==> src/rtl/mixer_nch_if.sv <==
// Bundles the mixer's sound-source inputs and mix/DAC outputs. The master drives the
// sources; the slave is the mixer. Parameters must match those of the mixer instance.
interface mixer_nch_if #(
  parameter int CHANNELS = 4,
  parameter int W        = 8,
  parameter int DAC_W    = 10
);
  logic [CHANNELS*W-1:0] ch_l;
  logic [CHANNELS*W-1:0] ch_r;
  logic [CHANNELS*4-1:0] gain_l;
  logic [CHANNELS*4-1:0] gain_r;
  logic                  beeper;
  logic                  tape_out;
  logic                  tape_in;
  logic [DAC_W-1:0]      mix_l;
  logic [DAC_W-1:0]      mix_r;
  logic                  sample_tick;
  logic                  dac_l;
  logic                  dac_r;

  modport master (
    output ch_l, ch_r, gain_l, gain_r, beeper, tape_out, tape_in,
    input  mix_l, mix_r, sample_tick, dac_l, dac_r
  );

  modport slave (
    input  ch_l, ch_r, gain_l, gain_r, beeper, tape_out, tape_in,
    output mix_l, mix_r, sample_tick, dac_l, dac_r
  );
endinterface

==> src/rtl/mixer_nch.sv <==
// Time-multiplexed N-channel stereo PCM/1-bit mixer with delta-sigma DAC outputs.
// Define MIXER_SECOND_ORDER_EN for a second-order modulator; first-order otherwise.
module mixer_nch #(
  parameter int CHANNELS    = 4,
  parameter int W           = 8,
  parameter int DAC_W       = 10,
  parameter int SHIFT       = 3,
  parameter int SAMPLE_DIV  = 64,
  parameter int BEEPER_LVL  = 1024,
  parameter int TAPEOUT_LVL = 256,
  parameter int TAPEIN_LVL  = 128
) (
  input  logic        clk28,
  input  logic        rst_n,
  mixer_nch_if.slave  bus
);

  localparam int AW      = W + 4 + $clog2(CHANNELS + 1) + 2;
  localparam int SW      = (AW > DAC_W) ? AW : DAC_W;
  localparam int CW      = $clog2(SAMPLE_DIV);
  localparam int KW      = (CHANNELS > 1) ? $clog2(CHANNELS) : 1;
  localparam int MAX_MIX = (1 << DAC_W) - 1;

  generate
    if (SAMPLE_DIV < CHANNELS + 3) begin : g_bad_div
      $error("mixer_nch: SAMPLE_DIV must be >= CHANNELS+3");
    end
    if (CHANNELS < 1 || CHANNELS > 8) begin : g_bad_channels
      $error("mixer_nch: CHANNELS must be in 1..8");
    end
  endgenerate

  typedef enum logic [1:0] {IDLE, ACCUM, ONEBIT, LOAD} state_e;

  state_e                state_q, state_d;
  logic [CW-1:0]         cnt_q, cnt_d;
  logic [KW-1:0]         k_q, k_d;
  logic [AW-1:0]         acc_l_q, acc_l_d, acc_r_q, acc_r_d;
  logic [CHANNELS*W-1:0] snap_ch_l_q, snap_ch_l_d, snap_ch_r_q, snap_ch_r_d;
  logic [CHANNELS*4-1:0] snap_g_l_q, snap_g_l_d, snap_g_r_q, snap_g_r_d;
  logic [2:0]            snap_lvl_q, snap_lvl_d;   // {beeper, tape_out, tape_in}
  logic [DAC_W-1:0]      mix_l_q, mix_l_d, mix_r_q, mix_r_d;
  logic [AW-1:0]         lvl_sum;

  function automatic logic [W+3:0] chan_prod(input logic [CHANNELS*W-1:0] s,
                                             input logic [CHANNELS*4-1:0] g,
                                             input logic [KW-1:0]         k);
    logic [W-1:0] x;
    logic [3:0]   y;
    x = s[int'(k)*W +: W];
    y = g[int'(k)*4 +: 4];
    return {4'b0, x} * {{W{1'b0}}, y};
  endfunction

  function automatic logic [DAC_W-1:0] saturate(input logic [AW-1:0] a);
    logic [SW-1:0] sh;
    sh = SW'(a) >> SHIFT;
    if (sh > SW'(MAX_MIX)) return DAC_W'(MAX_MIX);
    return sh[DAC_W-1:0];
  endfunction

  always_comb begin
    lvl_sum = (snap_lvl_q[2] ? AW'(BEEPER_LVL)  : '0)
            + (snap_lvl_q[1] ? AW'(TAPEOUT_LVL) : '0)
            + (snap_lvl_q[0] ? AW'(TAPEIN_LVL)  : '0);
  end

  // NOTE: every always_comb output gets a hold/default value first so no path
  // through the case statement can infer a latch.
  always_comb begin
    state_d     = state_q;
    cnt_d       = (cnt_q == CW'(SAMPLE_DIV - 1)) ? '0 : cnt_q + 1'b1;
    k_d         = k_q;
    acc_l_d     = acc_l_q;
    acc_r_d     = acc_r_q;
    snap_ch_l_d = snap_ch_l_q;
    snap_ch_r_d = snap_ch_r_q;
    snap_g_l_d  = snap_g_l_q;
    snap_g_r_d  = snap_g_r_q;
    snap_lvl_d  = snap_lvl_q;
    mix_l_d     = mix_l_q;
    mix_r_d     = mix_r_q;

    unique case (state_q)
      IDLE: begin
        if (cnt_q == '0) begin
          snap_ch_l_d = bus.ch_l;
          snap_ch_r_d = bus.ch_r;
          snap_g_l_d  = bus.gain_l;
          snap_g_r_d  = bus.gain_r;
          snap_lvl_d  = {bus.beeper, bus.tape_out, bus.tape_in};
          acc_l_d     = '0;
          acc_r_d     = '0;
          k_d         = '0;
          state_d     = ACCUM;
        end
      end
      ACCUM: begin
        acc_l_d = acc_l_q + AW'(chan_prod(snap_ch_l_q, snap_g_l_q, k_q));
        acc_r_d = acc_r_q + AW'(chan_prod(snap_ch_r_q, snap_g_r_q, k_q));
        if (k_q == KW'(CHANNELS - 1)) state_d = ONEBIT;
        else                          k_d     = k_q + 1'b1;
      end
      ONEBIT: begin
        acc_l_d = acc_l_q + lvl_sum;
        acc_r_d = acc_r_q + lvl_sum;
        state_d = LOAD;
      end
      LOAD: begin
        mix_l_d = saturate(acc_l_q);
        mix_r_d = saturate(acc_r_q);
        state_d = IDLE;
      end
      default: state_d = IDLE;
    endcase
  end

  // NOTE: sequential state uses non-blocking assignments only, so all flops
  // sample the pre-edge values regardless of statement order.
  // NOTE: the snapshot registers are reset too; they are few flops, and a
  // defined value keeps the first frame after reset deterministic.
  always_ff @(posedge clk28 or negedge rst_n) begin
    if (!rst_n) begin
      state_q     <= IDLE;
      cnt_q       <= '0;
      k_q         <= '0;
      acc_l_q     <= '0;
      acc_r_q     <= '0;
      snap_ch_l_q <= '0;
      snap_ch_r_q <= '0;
      snap_g_l_q  <= '0;
      snap_g_r_q  <= '0;
      snap_lvl_q  <= '0;
      mix_l_q     <= '0;
      mix_r_q     <= '0;
    end else begin
      state_q     <= state_d;
      cnt_q       <= cnt_d;
      k_q         <= k_d;
      acc_l_q     <= acc_l_d;
      acc_r_q     <= acc_r_d;
      snap_ch_l_q <= snap_ch_l_d;
      snap_ch_r_q <= snap_ch_r_d;
      snap_g_l_q  <= snap_g_l_d;
      snap_g_r_q  <= snap_g_r_d;
      snap_lvl_q  <= snap_lvl_d;
      mix_l_q     <= mix_l_d;
      mix_r_q     <= mix_r_d;
    end
  end

  assign bus.mix_l       = mix_l_q;
  assign bus.mix_r       = mix_r_q;
  assign bus.sample_tick = (state_q == LOAD);

`ifdef MIXER_SECOND_ORDER_EN
  localparam int EW = DAC_W + 4;

  logic signed [EW-1:0] e1_l_q, e1_l_d, e2_l_q, e2_l_d, fb_l;
  logic signed [EW-1:0] e1_r_q, e1_r_d, e2_r_q, e2_r_d, fb_r;
  logic                 dac_l_q, dac_l_d, dac_r_q, dac_r_d;

  // Strict e2 > 0 keeps an all-zero state (and mix=0) emitting constant 0.
  always_comb begin
    fb_l    = dac_l_q ? EW'(1 << DAC_W) : '0;
    fb_r    = dac_r_q ? EW'(1 << DAC_W) : '0;
    e1_l_d  = e1_l_q + $signed({4'b0, mix_l_q}) - fb_l;
    e1_r_d  = e1_r_q + $signed({4'b0, mix_r_q}) - fb_r;
    e2_l_d  = e2_l_q + e1_l_d - fb_l;
    e2_r_d  = e2_r_q + e1_r_d - fb_r;
    dac_l_d = (e2_l_d > 0);
    dac_r_d = (e2_r_d > 0);
  end

  always_ff @(posedge clk28 or negedge rst_n) begin
    if (!rst_n) begin
      e1_l_q  <= '0;
      e2_l_q  <= '0;
      e1_r_q  <= '0;
      e2_r_q  <= '0;
      dac_l_q <= 1'b0;
      dac_r_q <= 1'b0;
    end else begin
      e1_l_q  <= e1_l_d;
      e2_l_q  <= e2_l_d;
      e1_r_q  <= e1_r_d;
      e2_r_q  <= e2_r_d;
      dac_l_q <= dac_l_d;
      dac_r_q <= dac_r_d;
    end
  end

  assign bus.dac_l = dac_l_q;
  assign bus.dac_r = dac_r_q;
`else
  logic [DAC_W:0] s_l_q, s_l_d, s_r_q, s_r_d;

  // The carry out of the residue add is the bitstream; it fires exactly mix
  // times per 2^DAC_W clocks for a constant mix.
  always_comb begin
    s_l_d = {1'b0, s_l_q[DAC_W-1:0]} + {1'b0, mix_l_q};
    s_r_d = {1'b0, s_r_q[DAC_W-1:0]} + {1'b0, mix_r_q};
  end

  always_ff @(posedge clk28 or negedge rst_n) begin
    if (!rst_n) begin
      s_l_q <= '0;
      s_r_q <= '0;
    end else begin
      s_l_q <= s_l_d;
      s_r_q <= s_r_d;
    end
  end

  assign bus.dac_l = s_l_q[DAC_W];
  assign bus.dac_r = s_r_q[DAC_W];
`endif

endmodule

==> src/flat_wrapper.sv <==
// flat-port wrapper written by rule: the top's interface ports become plain ports
module mixer_nch_flat 
#(
  parameter int CHANNELS    = 4,
  parameter int W           = 8,
  parameter int DAC_W       = 10,
  parameter int SHIFT       = 3,
  parameter int SAMPLE_DIV  = 64,
  parameter int BEEPER_LVL  = 1024,
  parameter int TAPEOUT_LVL = 256,
  parameter int TAPEIN_LVL  = 128
)
  (clk28, rst_n, bus_ch_l, bus_ch_r, bus_gain_l, bus_gain_r, bus_beeper, bus_tape_out, bus_tape_in, bus_mix_l, bus_mix_r, bus_sample_tick, bus_dac_l, bus_dac_r);
  mixer_nch_if #(.CHANNELS(CHANNELS), .W(W), .DAC_W(DAC_W)) bus_i ();
  input  logic clk28;
  input  logic rst_n;
  input wire logic [$bits(bus_i.ch_l)-1:0] bus_ch_l;
  input wire logic [$bits(bus_i.ch_r)-1:0] bus_ch_r;
  input wire logic [$bits(bus_i.gain_l)-1:0] bus_gain_l;
  input wire logic [$bits(bus_i.gain_r)-1:0] bus_gain_r;
  input wire logic [$bits(bus_i.beeper)-1:0] bus_beeper;
  input wire logic [$bits(bus_i.tape_out)-1:0] bus_tape_out;
  input wire logic [$bits(bus_i.tape_in)-1:0] bus_tape_in;
  output wire logic [$bits(bus_i.mix_l)-1:0] bus_mix_l;
  output wire logic [$bits(bus_i.mix_r)-1:0] bus_mix_r;
  output wire logic [$bits(bus_i.sample_tick)-1:0] bus_sample_tick;
  output wire logic [$bits(bus_i.dac_l)-1:0] bus_dac_l;
  output wire logic [$bits(bus_i.dac_r)-1:0] bus_dac_r;
  assign bus_i.ch_l = bus_ch_l;
  assign bus_i.ch_r = bus_ch_r;
  assign bus_i.gain_l = bus_gain_l;
  assign bus_i.gain_r = bus_gain_r;
  assign bus_i.beeper = bus_beeper;
  assign bus_i.tape_out = bus_tape_out;
  assign bus_i.tape_in = bus_tape_in;
  assign bus_mix_l = bus_i.mix_l;
  assign bus_mix_r = bus_i.mix_r;
  assign bus_sample_tick = bus_i.sample_tick;
  assign bus_dac_l = bus_i.dac_l;
  assign bus_dac_r = bus_i.dac_r;
  mixer_nch #(.CHANNELS(CHANNELS), .W(W), .DAC_W(DAC_W), .SHIFT(SHIFT), .SAMPLE_DIV(SAMPLE_DIV), .BEEPER_LVL(BEEPER_LVL), .TAPEOUT_LVL(TAPEOUT_LVL), .TAPEIN_LVL(TAPEIN_LVL)) u_core (.clk28(clk28), .rst_n(rst_n), .bus(bus_i));
endmodule
==> config.mk <==
export PLATFORM = sky130hd
export DESIGN_NAME = mixer_nch_flat
export DESIGN_NICKNAME = d
export VERILOG_FILES = /design/src/rtl/mixer_nch_if.sv /design/src/rtl/mixer_nch.sv /design/src/flat_wrapper.sv
export SDC_FILE = /design/constraint.sdc
export NUM_CORES = 1
export LEC_CHECK = 0
export ABC_CLOCK_PERIOD_IN_PS = 6700
export CORE_UTILIZATION = 34
export CTS_CLUSTER_DIAMETER = 120
export DETAILED_ROUTE_END_ITERATION = 16
export PLACE_DENSITY = 0.58
export SYNTH_ARGS = -nofsm -noshare
export SYNTH_HDL_FRONTEND = slang
export SYNTH_SLANG_ARGS = --single-unit
==> constraint.sdc <==
create_clock -name clk28 -period 6.7 [get_ports clk28]
set_clock_uncertainty 0.1 [all_clocks]
set_input_delay 1.34 -clock clk28 [delete_from_list [all_inputs] [get_ports clk28]]
set_output_delay 1.34 -clock clk28 [all_outputs]
set_load 0.005 [all_outputs]
# Word level (Yosys, flattened, before mapping)
# Cells that the tools add are included.
# word_totals
ff_bits,185
in_bits,101
elab_cells,69
# op_classes
add_sub_neg,10
n_mul,2
magnitude_cmp,2
eq_ne,8
shifts,4
muxes,21
n_reduce_logical,8
# op_table
op,n
17-bit one-hot mux with 3 select lines,2
17-bit adder,4
32-bit by 6-bit indexed part select with 8-bit output,2
10-bit 2-to-1 mux,4
17-bit by 12-bit adder with 17-bit output,2
16-bit by 5-bit indexed part select with 4-bit output,2
14-bit by 10-bit greater-than comparator with 1-bit output (second input constant),2
8-bit by 4-bit multiplier with 12-bit output,2
10-bit by 10-bit adder with 11-bit output,2
17-bit 2-to-1 mux,1
11-bit 2-to-1 mux,1
9-bit 2-to-1 mux,1
2-bit 2-to-1 mux,4
8-bit 2-to-1 mux,1
2-bit one-hot mux with 4 select lines,1
6-bit by 1-bit adder with 6-bit output (second input constant),1
2-bit equality test (second input constant),3
6-bit equality test (second input constant),1
6-bit zero test,1
6-bit 2-to-1 mux,1
2-bit AND reduction,3
1-bit 2-to-1 mux,4
2-bit by 1-bit inequality test with 1-bit output (second input constant),2
2-bit one-hot mux with 2 select lines,1
7 further kinds,7

# Longest topological paths before layout
# Gate-level depths: netlist (run 1).
# logic_depth
depth_word,5
mapped_depth,18
ltp_nobuf,16

# Least setup slack after synthesis (run 1)
# Ideal clock, no wire load.
# synth_path
kind,flip-flop to flip-flop
startpoint,register u_core.k_q[0]
endpoint,register u_core.acc_r_q[16]
setup_ns,0.125
t_arrival_ns,4.847
required_time_ns,6.475
setup_slack_ns,1.628
stages_incl_launch_ff,17
path_buffers,2
period_less_slack_ns,5.072
cell_sequence,dfrtp_1 > buf_2 > buf_2 > mux4_2 > and2_1 > fa_1 > fa_1 > inv_1 > fa_1 > inv_1 > ha_1 > a21oi_1 > o21ai_0 > a21o_1 > a221o_1 > o21ai_1 > mux2_2
# synth_via
elab_chain_cells,4
word_cells_on_any_way,5
# synth_lines
item,line,rtl
start: declaration,mixer_nch.sv:37,"logic [KW-1:0] k_q, k_d;"
start signal: assignment,mixer_nch.sv:139,k_q <= k_d;
32-bit by 6-bit indexed part select with 8-bit output or 16-bit by 5-bit indexed part select with 4-bit output (tied branches),"mixer_nch.sv:50, mixer_nch.sv:51",
8-bit by 4-bit multiplier with 12-bit output *,mixer_nch.sv:52,"return {4'b0, x} * {{W{1'b0}}, y};"
17-bit by 12-bit adder with 17-bit output *,mixer_nch.sv:100,"acc_r_d = acc_r_q + AW'(chan_prod(snap_ch_r_q, snap_g_r_q, k_q));"
17-bit one-hot mux with 3 select lines *,mixer_nch.sv:84,unique case (state_q)
end signal: assignment,mixer_nch.sv:141,acc_r_q <= acc_r_d;
end: declaration,mixer_nch.sv:38,"logic [AW-1:0] acc_l_q, acc_l_d, acc_r_q, acc_r_d;"
# Every way passes the cells marked *; elsewhere a longest branch is shown, timed or not.
# A chain may end at the register's enable or synchronous reset.

# Final worst setup path (run 1)
# layout_path
startpoint,register u_core.k_q[1]
endpoint,register u_core.acc_r_q[16]
# The elaborated chain is that of the path after synthesis.

==> results.yml, run 1 <==
place:
  dp_hpwl_mm: 18.3
  placedCellCount: 1526
  place.gp.congestion: 0.846
  port_buffers: 123
setup_path:
  critPathKind: "reg2reg"
  crit_cells: 14
  reg2reg_depth: 14
  r2r_slack_ps: 1320
  cpMaxStageDelayCell: "dfrtp_1"
  worst_path_largest_cell_delay_ps: 1070
  cp.arrival_ps: 5600
  cp-end-kind: "flop"
  cp.buffers_inverters: 2
  path_delay_family: "adder cells"
  start_kind: "flop"
  worstPathMaxFanout: 25
  worst_path_most_repeated_cell: "fa_1"
  cp_cell_sequence: "mux4_2, and2_1, fa_1, fa_1, inv_1, fa_1, inv_1, ha_1, a21oi_1, o21ai_0, a21o_1, a221o_1, o21ai_1, mux2_2"
  worstPathRequired_ps: 6920
clock_tree:
  cts-root-buf: "clkbuf_16"
  cts_buffers: 17
  clock_sinks: 185
  cts_tree: "built"
  htree_levels: 4
  hold_buffers: 0
  clockBufferDepth: 2
  path_clk_slew_ps: 80
  post_cts_resized: 0
  cts_setup_buffers: 0
  clock_latency_ps: 440
routing:
  wl_per_cell_um: 15.4
  ant_nets: 0
  drtPass1Iterations: 8
  first_iter_violations: 419
  wirelength_mm: 24.0
  drc: 0
  vias: 7628
  routed_via_density: 4.90
global_routing:
  track_usage: 0.152
  grt_first_pass_wirelength_mm: 41.2
  antenna_found_initial: 0
  grt_overflow_total: 0
  grt_pass1_vias: 7784
  grt_max_degree: 91
finish:
  ff_latch_area_sq_mm: 0.00463
  fillers: 3103
  drive_gt1_frac: 0.164
  fin_nets: 1327
  final_util: 0.417
  diodes: 0
  area_growth_pct: 20.1
  layout.cells.non_filler: 1558
  multi_input_area_sq_mm: 0.00621
synth:
  synthXorXnorAreaFrac: 0.0269
  synthesis.nets: 1212
  synth.area.mux_share: 0.150
  avgSynthCellArea_sq_um: 11.5
  synth-warning-count: 0
  synthSimpleGateAreaFrac: 0.0866
  synth_cell_types: 67
  synth_seq_area_share: 0.406
  synth_edf_count: 0
  synth_area_sq_mm: 0.0114
  synth_top_family_by_area: "adder cells"
  ys_ff_latch: 185
  async_flop_share: 1.00
  syn_inst: 988
  synth_ff_type: "dfrtp_1"
  synthAdderAreaFrac: 0.165
  synth_compound_area_frac: 0.115
timing:
  fmax_mhz: 186
  timing.final.crit_share: 0.802
  timing.hold.ws_ps: 372
  fin_crit_ps: 5380
  finalSetupTns_ps: 0
  tightestPinTransition_ps: 1100
  setup_viol: 0
  hold_violations: 0
  slew_viol_final: 0
  slew_headroom: 0.269
  rsz0062_at_grt: "no"
power_and_ir_drop:
  finalPower_uw: 4960
  powerDensity_mw_per_mm2: 363
  peakVddDrop_v: 0.000170
  p_leak_uw: 0.00601
die:
  start_util: 0.347
  die_h_um: 185
  fp.coreArea_sq_mm: 0.0328
  core.rowCount: 66
  chipWidth_um: 185
  pin_count: 124
  die_area_sq_mm: 0.0342
job:
  max_cap_violations: 0
outcome:
  status: "finished clean"
worst_hold_path:
  hold_depth: 1
  hold_class: "reg2reg"
[cell families (layout without fill, tap and decap cells)]
| logic type | Yosys count | count (layout) |
|---|---|---|
| buf+inv | 146 | 274 |
| mux | 128 | 128 |
| flops | 185 | 185 |
| fa+ha+maj | 123 | 123 |
| xor+xnor | 35 | 35 |
| compound gates | 184 | 184 |
| simple gates | 187 | 187 |
[through the flow]
step                worst slack [ps]  instance area [sq um]
floorplan                       1630                  11400
finish                          1320                  13700
global route                     966                  13700
global placement                1360                  13100
CTS                             1300                  13700
detailed placement              1300                  13100
[Yosys cell counts, types with 3 or more instances]
master / count / area, sq um
o21ai_1: 8 / 40.0
inv_1: 114 / 428
a211oi_1: 4 / 30.0
nor3_1: 8 / 40.0
buf_2: 8 / 40.0
a31oi_1: 3 / 18.8
a31o_2: 5 / 43.8
o22ai_1: 10 / 62.6
clkbuf_1: 21 / 78.8
nor2b_1: 9 / 56.3
fa_1: 46 / 921
nor2_1: 30 / 113
o221ai_1: 6 / 52.6
nand3_1: 15 / 75.1
a221oi_1: 3 / 26.3
and2_1: 59 / 369
mux2i_1: 3 / 30.0
o22a_1: 20 / 175
o21ai_0: 26 / 130
a22o_1: 7 / 61.3
o32ai_1: 4 / 35.0
o21a_1: 7 / 52.6
ha_1: 77 / 963
a21oi_1: 34 / 170
nor4_1: 4 / 25.0
dfrtp_1: 185 / 4630
o21bai_1: 5 / 37.5
a21o_1: 10 / 75.1
nand2_1: 42 / 158
xnor2_1: 23 / 201
mux4_2: 24 / 541
mux2_2: 101 / 1140
a22oi_1: 5 / 37.5
xor2_1: 12 / 105
[routing by layer]
metal / part of all wire / up-vias / wire (um) / track usage
met1: 0.54 / 3742 / 12900 / 0.234
met3: 0.033 / 16 / 800 / 0.0185
li1: - / 3703 / - / -
met5: 0 / - / 0 / 0
met2: 0.42 / 167 / 10100 / 0.220
met4: 0.0098 / 0 / 235 / 0.0423
[area by class of cell]
type	count	area share
Tap cell	442	0.0404
Clock buffer	18	0.0314
Clock inverter	14	0.0113
Inverter	114	0.0313
Timing Repair Buffer	128	0.0930
Multi-Input combinational cell	657	0.454
Sequential cell	185	0.339
[report_power, final]
| part | total, uW | switching (uW) | internal [uW] |
|---|---|---|---|
| Combinational | 2370 | 1200 | 1170 |
| Sequential | 1570 | 197 | 1380 |
| Clock | 1010 | 511 | 502 |
[worst reg2reg max path, stage by stage (launching register included)]
cell and delay (ps):
dfrtp_1 1070, mux4_2 510, and2_1 190, fa_1 500
fa_1 540, inv_1 60, fa_1 500, inv_1 40
ha_1 360, a21oi_1 200, o21ai_0 90, a21o_1 190
a221o_1 330, o21ai_1 230, mux2_2 360
[sequential cells by signal, summed over array words and instances (netlist names)]
| signal | cells |
|---|---|
| u_core.snap_ch_r_q | 32 |
| u_core.bus.mix_r | 10 |
| u_core.s_l_q | 11 |
| u_core.snap_g_r_q | 16 |
| u_core.bus.mix_l | 10 |
| u_core.cnt_q | 6 |
| u_core.acc_r_q | 17 |
| u_core.snap_ch_l_q | 32 |
| u_core.s_r_q | 11 |
| u_core.snap_lvl_q | 3 |
| u_core.k_q | 2 |
| u_core.acc_l_q | 17 |
| u_core.state_q | 2 |
| u_core.snap_g_l_q | 16 |
[placed cells by master, fill, tap and decap left out, types with 20 or more instances in the layout]
master and count:
a21oi_1 34, and2_1 59, clkdlybuf4s50_1 122, dfrtp_1 184, fa_1 46, ha_1 77
inv_1 114, mux2_2 101, mux4_2 24, nand2_1 42, nor2_1 30, o21ai_0 26
o22a_1 20, xnor2_1 23
[worst paths after layout]
path | start | endpoint
max reg2reg | u_core.k_q[1] | u_core.acc_r_q[16]
min in group asynchronous | rst_n | u_core.snap_ch_l_q[29]
max | u_core.k_q[1] | u_core.acc_r_q[16]
min reg2reg | u_core.s_r_q[0] | u_core.s_r_q[0]
max in group asynchronous | rst_n | u_core.s_r_q[0]
min | u_core.s_r_q[0] | u_core.s_r_q[0]
Note: power is estimated with default switching activity, not from simulation.
==> run 2: changes to the inputs <==
--- a/config.mk
+++ b/config.mk
@@ -5,7 +5,7 @@
 export SDC_FILE = /design/constraint.sdc
 export NUM_CORES = 1
 export LEC_CHECK = 0
-export ABC_CLOCK_PERIOD_IN_PS = 6700
+export ABC_CLOCK_PERIOD_IN_PS = 5300
 export CORE_UTILIZATION = 34
 export CTS_CLUSTER_DIAMETER = 120
 export DETAILED_ROUTE_END_ITERATION = 16
==> constraint.sdc (replaced) <==
create_clock -name clk28 -period 5.3 [get_ports clk28]
set_clock_uncertainty 0.1 [all_clocks]
set_input_delay 1.06 -clock clk28 [delete_from_list [all_inputs] [get_ports clk28]]
set_output_delay 1.06 -clock clk28 [all_outputs]
set_load 0.005 [all_outputs]
==> run 2 against run 1 <==
Effect of this change:
- sequential share of layout area barely moved
- total power rose by 26%
- critical endpoint unchanged
- routed wire length rose by 1.8%
==> results.yml, run 2 (synthesized netlist as in run 1, its figures left out) <==
finish:
  mostFrequentLayoutCell: "dfrtp_1"
  area_growth_pct: 20.2
  drive_gt1_frac: 0.167
  fin_nets: 1331
  reg_top3: "u_core.snap_ch_l_q: 32 flops, u_core.snap_ch_r_q: 32 flops"
  diodes: 0
  final_cell_mix: "dfrtp_1, clkdlybuf4s50_1, inv_1"
place:
  place.gp.congestion: 0.820
  port_buffers: 123
  dp_hpwl_mm: 18.5
  dp_slack_ps: 265
die:
  chipWidth_um: 185
  fp.coreArea_sq_mm: 0.0328
  die_area_sq_mm: 0.0342
  core.rowCount: 66
  start_util: 0.347
  die_h_um: 185
  pin_count: 124
timing:
  fmax_mhz: 200
  tightestPinTransition_ps: 882
  timing.final.crit_share: 0.943
  rsz0062_at_grt: "no"
  timing.hold.ws_ps: 372
  slew_viol_final: 0
  setup_viol: 0
  fin_crit_ps: 5000
  hold_violations: 0
  worst_slack_ps: 303
  slew_headroom: 0.411
  finalSetupTns_ps: 0
power_and_ir_drop:
  clockPowerShare: 0.197
  p_int_uw: 3850
  p_switching_uw: 2380
  p_leak_uw: 0.00603
  swShare: 0.381
  peakVddDrop_v: 0.000246
  powerDensity_mw_per_mm2: 455
  p_comb_frac: 0.483
  seqPwrFrac: 0.320
clock_tree:
  cts_buffers: 17
  clock_latency_ps: 440
  clockBufferDepth: 2
  clock_sinks: 185
  path_clk_slew_ps: 70
  htree_levels: 4
  cts-root-buf: "clkbuf_16"
  cts_tree: "built"
setup_path:
  r2r_slack_ps: 300
  setup.worst_path.start: "u_core.k_q[0]"
  crit_end: "u_core.acc_r_q[16]"
  start_kind: "flop"
  worstPathMaxFanout: 12
  worstPathRequired_ps: 5530
  reg2reg_depth: 15
  cp-end-kind: "flop"
  r2r-start: "u_core.k_q[0]"
  timing.rr.end: "u_core.acc_r_q[16]"
  cp.arrival_ps: 5230
  critPathKind: "reg2reg"
routing:
  vias: 7719
  wl_per_cell_um: 15.7
  wirelength_mm: 24.4
  first_iter_violations: 388
  ant_nets: 0
  drc: 0
  drtPass1Iterations: 5
  routed_via_density: 4.94
job:
  max_cap_violations: 0
global_routing:
  grt_pass1_vias: 7909
  track_usage: 0.156
  grt_first_pass_wirelength_mm: 41.9
  grt_overflow_total: 0
  grt_max_degree: 93
  antenna_found_initial: 0
outcome:
  status: "finished clean"
worst_hold_path:
  hold_class: "reg2reg"
## run 2: cell count changes in the layout (fill, tap and decap cells not counted), sizes merged
cell / change
buf: +4
clkbuf: +1
clkinv: -1
clkinvlp: +1
inv: -1
## run 2: metrics by stage
| step | area (sq um) | cells | total power (uW) | util |
|---|---|---|---|---|
| 2_1_floorplan | 11400 | 988 | 4200 | - |
| 3_3_place_gp | 13100 | 1530 | 4960 | 0.401 |
| 3_5_place_dp | 13100 | 1530 | 5030 | 0.401 |
| 4_1_cts | 13700 | 1562 | 6290 | 0.417 |
| 5_1_grt | 13700 | 1562 | 6800 | 0.418 |
| 6_report | 13700 | 1562 | 6230 | 0.418 |
## run 2: worst max-delay path, cell delays in order, from the launching register on
cell and delay [ps]:
dfrtp_2 380, buf_6 200, mux4_2 600, and2_1 190
fa_1 500, fa_1 540, inv_1 60, fa_1 490
inv_1 40, ha_1 350, a21oi_1 210, o21ai_0 100
a21o_1 190, a221o_1 330, o21ai_1 240, mux2_2 360
## run 2: what timing repair did
item                       CTS  global route
hold buffers                 0             0
buffers inserted             0             0
setup endpoints to repair    0             3
gates resized for setup      0             2
## run 2: worst min path at each step
| stage | startpoint | to | slack, ps | depth (start not counted) |
|---|---|---|---|---|
| 2_1_floorplan | u_core.s_l_q[0] | u_core.s_l_q[0] | 340 | 1 |
| 3_3_place_gp | u_core.s_r_q[0] | u_core.s_r_q[0] | 350 | 1 |
| 3_5_place_dp | u_core.s_l_q[0] | u_core.s_l_q[0] | 360 | 1 |
| 4_1_cts | u_core.s_l_q[0] | u_core.s_l_q[0] | 380 | 1 |
| 5_1_grt | u_core.acc_l_q[6] | u_core.bus.mix_l[3] | 390 | 1 |
| 6_report | u_core.s_l_q[0] | u_core.s_l_q[0] | 370 | 1 |
## run 2: final cells by class
class / instances / area, sq um
well taps: 442 / 553
repair buffers: 132 / 1320
fillers: 3158 / 19100
multi-input cells: 657 / 6210
flip-flops and latches: 185 / 4630
clock inverters: 13 / 109
clock buffers: 19 / 443
inverters: 114 / 428
## run 2: routing by layer
metal	GRT usage	vias up	share of wire
met5	0	-	0
met4	0.0360	0	0.0076
met3	0.0299	11	0.040
met2	0.223	177	0.42
met1	0.239	3823	0.53
li1	-	3708	-
## run 2: power groups by stage
stage	logic, uW	registers (uW)	clock network (uW)
2_1_floorplan	2270	1930	0
3_3_place_gp	2940	2020	0
3_5_place_dp	3000	2020	0
4_1_cts	3020	2000	1270
5_1_grt	3420	2040	1330
6_report	3010	1990	1220
